===== src/rtl/obc_da_mac.sv =====
`default_nettype none
// ============================================================================
// obc_da_mac : bit-serial MSB-first OBC distributed-arithmetic inner product
//              with a loadable 2^(N_TAPS-1)-entry table.
// Optional   : OBC_DA_MAC_SAT_EN (saturating y_out plus sat_flag output).
// Revision   : 1.0
// ============================================================================
module obc_da_mac #(
  parameter  int N_TAPS = 4,
  parameter  int IN_W   = 8,
  parameter  int ROM_W  = 24,
  parameter  int OUT_W  = 32,
  localparam int ACC_W  = ROM_W + IN_W + 1,
  localparam int AW     = N_TAPS - 1
) (
  input  logic                   clk,
  input  logic                   rst_n,
  input  logic                   rom_we,
  input  logic [AW-1:0]          rom_waddr,
  input  logic [ROM_W-1:0]       rom_wdata,
  input  logic                   in_valid,
  output logic                   in_ready,
  input  logic [N_TAPS*IN_W-1:0] x_in,
  output logic                   out_valid,
  input  logic                   out_ready,
  output logic [OUT_W-1:0]       y_out,
  output logic                   busy
`ifdef OBC_DA_MAC_SAT_EN
  ,output logic                  sat_flag
`endif
);

  localparam int BW = (IN_W > 1) ? $clog2(IN_W) : 1;
  localparam logic [1:0] c_IDLE  = 2'd0;
  localparam logic [1:0] c_SHIFT = 2'd1;
  localparam logic [1:0] c_OFFS  = 2'd2;
  localparam logic [1:0] c_DONE  = 2'd3;
  localparam logic [BW-1:0] c_MSB = BW'(IN_W - 1);

  logic [1:0]             r_state;
  logic [BW-1:0]          r_bit;
  logic [N_TAPS*IN_W-1:0] r_x;
  logic [ACC_W-1:0]       r_acc;
  logic [ROM_W-1:0]       r_rom [2**AW];
  logic [OUT_W-1:0]       r_y;

  logic [IN_W-1:0]        w_tap [N_TAPS];
  logic [N_TAPS-1:0]      w_bit;
  logic [AW-1:0]          w_addr;
  logic [ROM_W-1:0]       w_entry;
  logic [ROM_W-1:0]       w_entry0;
  logic [ACC_W-1:0]       w_tab;
  logic [ACC_W-1:0]       w_t;
  logic [ACC_W-1:0]       w_off;
  logic [ACC_W-1:0]       w_shift;
  logic [ACC_W-1:0]       w_sum;
  logic [OUT_W-1:0]       w_y;

  generate
    for (genvar k = 0; k < N_TAPS; k++) begin : g_tap
      assign w_tap[k] = r_x[k*IN_W +: IN_W];
      assign w_bit[k] = w_tap[k][r_bit];
    end
    // Tap 0 sign-folds the address so only half the combinations are stored.
    for (genvar k = 1; k < N_TAPS; k++) begin : g_addr
      assign w_addr[k-1] = w_bit[k] ^ w_bit[0];
    end
  endgenerate

  assign w_entry  = r_rom[w_addr];
  assign w_entry0 = r_rom[0];
  assign w_tab    = {{(ACC_W-ROM_W){w_entry[ROM_W-1]}}, w_entry};
  assign w_off    = {{(ACC_W-ROM_W){w_entry0[ROM_W-1]}}, w_entry0};
  assign w_t      = w_bit[0] ? (~w_tab + 1'b1) : w_tab;
  assign w_shift  = (r_bit == c_MSB) ? (~w_t + 1'b1)
                                     : ({r_acc[ACC_W-2:0], 1'b0} + w_t);
  assign w_sum    = r_acc + w_off;

`ifdef OBC_DA_MAC_SAT_EN
  logic w_ovf;
  logic r_sat;
`endif

  generate
    if (OUT_W < ACC_W) begin : g_narrow
`ifdef OBC_DA_MAC_SAT_EN
      logic [ACC_W-OUT_W:0] w_hi;
      assign w_hi  = w_sum[ACC_W-1:OUT_W-1];
      assign w_ovf = !((&w_hi) || !(|w_hi));
      assign w_y   = w_ovf ? {w_sum[ACC_W-1], {(OUT_W-1){~w_sum[ACC_W-1]}}}
                           : w_sum[OUT_W-1:0];
`else
      assign w_y   = w_sum[OUT_W-1:0];
`endif
    end else if (OUT_W == ACC_W) begin : g_equal
      assign w_y   = w_sum;
`ifdef OBC_DA_MAC_SAT_EN
      assign w_ovf = 1'b0;
`endif
    end else begin : g_wide
      assign w_y   = {{(OUT_W-ACC_W){w_sum[ACC_W-1]}}, w_sum};
`ifdef OBC_DA_MAC_SAT_EN
      assign w_ovf = 1'b0;
`endif
    end
  endgenerate

  always_ff @(posedge clk or negedge rst_n) begin
    if (!rst_n) begin
      r_state <= c_IDLE;
      r_bit   <= '0;
      r_x     <= '0;
      r_acc   <= '0;
      r_y     <= '0;
      for (int i = 0; i < 2**AW; i++) r_rom[i] <= '0;
    end else begin
      if (rom_we && (r_state == c_IDLE)) r_rom[rom_waddr] <= rom_wdata;
      case (r_state)
        c_IDLE: begin
          if (in_valid) begin
            r_x     <= x_in;
            r_acc   <= '0;
            r_bit   <= c_MSB;
            r_state <= c_SHIFT;
          end
        end
        c_SHIFT: begin
          r_acc <= w_shift;
          if (r_bit == '0) r_state <= c_OFFS;
          else             r_bit   <= r_bit - BW'(1);
        end
        c_OFFS: begin
          r_acc   <= w_sum;
          r_y     <= w_y;
          r_state <= c_DONE;
        end
        c_DONE: begin
          if (out_ready) r_state <= c_IDLE;
        end
        default: r_state <= c_IDLE;
      endcase
    end
  end

`ifdef OBC_DA_MAC_SAT_EN
  always_ff @(posedge clk or negedge rst_n) begin
    if (!rst_n)                  r_sat <= 1'b0;
    else if (r_state == c_OFFS)  r_sat <= w_ovf;
  end
  assign sat_flag = r_sat;
`endif

  assign in_ready  = (r_state == c_IDLE);
  assign out_valid = (r_state == c_DONE);
  assign busy      = (r_state == c_SHIFT) || (r_state == c_OFFS);
  assign y_out     = r_y;

endmodule
`default_nettype wire


===== config.mk =====
export PLATFORM = sky130hd
export DESIGN_NAME = obc_da_mac
export DESIGN_NICKNAME = d
export VERILOG_FILES = /design/src/rtl/obc_da_mac.sv
export SDC_FILE = /design/constraint.sdc
export NUM_CORES = 1
export LEC_CHECK = 0
export BUFFER_PORTS_ARGS = -buffer_cell sky130_fd_sc_hd__buf_2
export CAP_MARGIN = 25
export CORE_ASPECT_RATIO = 0.9
export CORE_MARGIN = 2
export CORE_UTILIZATION = 50
export DETAILED_ROUTE_END_ITERATION = 12
export PLACE_DENSITY = 0.64
export SETUP_SLACK_MARGIN = 0.4
export SYNTH_ARGS = -nofsm -noshare
export SYNTH_HDL_FRONTEND = slang
export SYNTH_SLANG_ARGS = --single-unit

===== constraint.sdc =====
create_clock -name clk -period 11 [get_ports clk]
set_input_delay 1.65 -clock clk [delete_from_list [all_inputs] [get_ports clk]]
set_output_delay 1.65 -clock clk [all_outputs]
set_load 0.02 [all_outputs]

==> impl_metrics.yaml <==
synth:
  syn-num-nets: 1817
  synthArstFlopShare_pct: 100.0
  ys.flop_type: "dfrtp_1"
  ys_ff_latch: 293
  synth_top_family_by_area: "multiplexers"
  yosysSeqAreaShare_pct: 41.24
  syn_inst: 1675
  synth-edff-count: 0
  yosys.area_share.simple_pct: 9.206
  netlist_area_um2: 17780
  synthAdderAreaFrac_pct: 5.574
  synth-xor-area-share_pct: 5.412
  ys_types: 84
  yosys_warnings: 0
  synth-compound-area-share_pct: 16.36
  syn_avg_cell_area_um2: 10.61
  synth_mux_area_share_pct: 19.09
setup_path:
  path_cells: "mux4_1, mux2_2, and3_1, or2_1, a221o_1, o21ai_1, ha_1, inv_1, nor4_1, o211ai_1, or3_1, o31ai_1, xor2_1, ha_1, a21oi_1, nor3b_1, o311ai_0, o211ai_1, o221ai_1, o41ai_1, o21ai_0, a2111o_1, nand2_1, o2bb2ai_1"
  required_ns: 11.44
  cp_max_fo: 22
  crit_arrival_ns: 9.11
  slowest_stage: "dfrtp_1"
  endpoint_kind: "flip-flop"
  timing.critical_path.buf_inv: 1
  critPathKind: "flip-flop to flip-flop"
  start_kind: "flip-flop"
  cp_slowest_stage_delay_ns: 0.71
  path_delay_family: "compound AO/OA/AOI/OAI gates"
clock_tree:
  cts_resized: 0
  cts.root.buffer_cell: "clkbuf_16"
  cts_hold_buf: 0
  numClockSinks: 293
  cts_buffers: 34
  insertion_delay_ns: 0.53
  cts_tree: "done"
  htreeDepth: 2
  clkTransAtPathRegs_ns: 0.07
  clock_path_buffers: 3
  post-cts-setup-buffer-count: 0
placed_design:
  post-dp-hpwl_um: 36120
  io_buffers: 98
  gp_congestion: 0.9361
  dp_worst_setup_slack_ns: 2.488
  dpl-instance-area_um2: 18800
min_path:
  hold_class: "flip-flop to flip-flop"
final_layout:
  drive_above_1_share_pct: 26.70
  fin_area_um2: 19920
  fill_cells: 3017
  diodes: 0
  syn2layout_area_growth_pct: 12.06
  final_nets: 1895
  final_util_pct: 56.83
grt:
  grt_pass1_wl_um: 80690
  antenna_found_initial: 0
  grt_max_degree: 89
  grt_pass1_vias: 14060
  groute.usage.overall_pct: 27.71
  globalRouteOverflowTotal: 0
timing:
  rsz0062_at_grt: "no"
  period_share_pct: 78.82
  setup_viol: 0
  setup_slack_ns: 2.330
  finClkSkew_ns: 0.01883
  finalMaxSlewViolations: 0
  min_period_ns: 8.670
  hold_viol: 0
  slew_headroom_pct: 29.68
  finalSetupTns_ns: 0
  tightest_slew_ns: 1.052
  fmaxAchievable_mhz: 115.3
floorplan:
  die_y_um: 182.9
  fp.dieArea_um2: 37080
  num_rows: 65
  io_pins: 99
  start_util_pct: 50.72
  dieWidth_um: 202.8
  core-area_um2: 35050
route:
  drtIter0Drc: 1146
  dr.pass1.iters: 5
  viasPerCell: 6.331
  route.detailed.drc: 0
  wl_um: 51060
  wire_per_inst_um: 22.75
  ant_nets: 0
  num_vias: 14210
flow_run:
  cap_violations: 0
run_status:
  status: "complete, no violations"
-- worst paths after layout --
path | cells past startpoint | start | slack [ns] | endpoint
hold / removal | 1 | y_out[28] | 0.48 | y_out[28]
setup / recovery | 24 | r_bit[0] | 2.33 | r_acc[30]
hold reg to reg | 1 | y_out[28] | 0.48 | y_out[28]
max in group asynchronous | 4 | rst_n | 8.13 | y_out[0]
setup reg to reg | 24 | r_bit[0] | 2.33 | r_acc[30]
min in group asynchronous | 1 | rst_n | 1.14 | y_out[26]
-- sequential cells by signal (all words and copies together) (netlist names) --
signal,cells
r_rom,168
r_x,32
r_acc,32
w_entry0,24
r_bit,3
y_out,32
r_state,2
-- metal layers --
layer | part of all wire [%] | vias up | track usage, %
li1 | - | 6400 | -
met1 | 44 | 7217 | 38.04
met2 | 47 | 490 | 45.34
met3 | 5.9 | 99 | 4.318
met4 | 2.9 | 0 | 8.584
met5 | 0 | - | 0
-- cells in the mapped netlist, drive strengths merged, types with 4 or more instances --
library cell	number	area share (%)
dfrtp	293	41
mux2	238	15
o21ai	151	4.3
nand2	98	2.1
a21oi	78	2.2
xnor2	78	3.9
nor2	77	1.6
ha	76	5.3
clkbuf	72	1.5
inv	53	1.1
xor2	31	1.5
mux2i	27	1.6
nor3	26	0.73
a21o	25	1.1
a221oi	25	1.2
nand3	24	0.68
nand4	23	0.81
a31oi	20	0.74
mux4	19	2.4
o21a	16	0.68
buf	13	0.43
nand2b	12	0.42
o221ai	12	0.59
a31o	11	0.54
a22oi	10	0.42
a211oi	9	0.38
or3	9	0.32
a222oi	8	0.45
and3	8	0.28
nor4	8	0.40
o211ai	8	0.34
o31ai	8	0.42
a22o	7	0.34
and2	7	0.25
o41ai	7	0.34
or2	7	0.26
o21bai	6	0.25
a21boi	5	0.21
and4	5	0.25
nand3b	5	0.21
a2111oi	4	0.20
a41oi	4	0.20
nor2b	4	0.14
nor3b	4	0.17
-- area by class of cell --
class	instances	area, µm²	share of cell area [%]
Clock buffer	51	996.0	5.000
Clock inverter	7	66.31	0.3329
Inverter	55	206.4	1.036
Multi-Input combinational cell	1242	9975	50.07
Sequential cell	293	7332	36.81
Timing Repair Buffer	127	758.2	3.806
Tap cell	469	586.8	2.946
-- cell families (layout without fill, tap and decap cells) --
family	Yosys count	in the layout
and+or+nand+nor	328	328
muxes	284	284
buffers and inverters	140	240
adders and majority gates	78	78
AOI/OAI and AO/OA	443	443
DFF	293	293
xor gates and xnor gates	109	109
-- per-stage QoR --
step	hold slack, ns	instances
2_1_floorplan	0.4728	1675
3_3_place_gp	0.4645	2184
3_5_place_dp	0.4723	2184
4_1_cts	0.4842	2242
5_1_grt	0.4927	2244
6_report	0.4804	2244
-- layout by cell type (no fill, tap or decap), types with 8 or more instances in the layout --
master,count
a211oi_1,9
a21o_1,25
a21oi_1,78
a221oi_1,25
a222oi_1,8
a22oi_1,10
a31o_2,11
a31oi_1,19
and3_1,8
buf_2,97
buf_4,27
clkbuf_1,10
clkbuf_16,35
dfrtp_1,293
ha_1,75
inv_1,52
mux2_2,237
mux2i_1,23
mux4_2,18
nand2_1,98
nand2b_1,12
nand3_1,24
nand4_1,23
nor2_1,71
nor3_1,22
o211ai_1,8
o21a_1,16
o21ai_0,147
o221ai_1,12
or3_1,9
xnor2_1,77
xor2_1,31
Power is not shown: default switching activity piles up to over one toggle a cycle in this logic, so the estimate is an artifact.
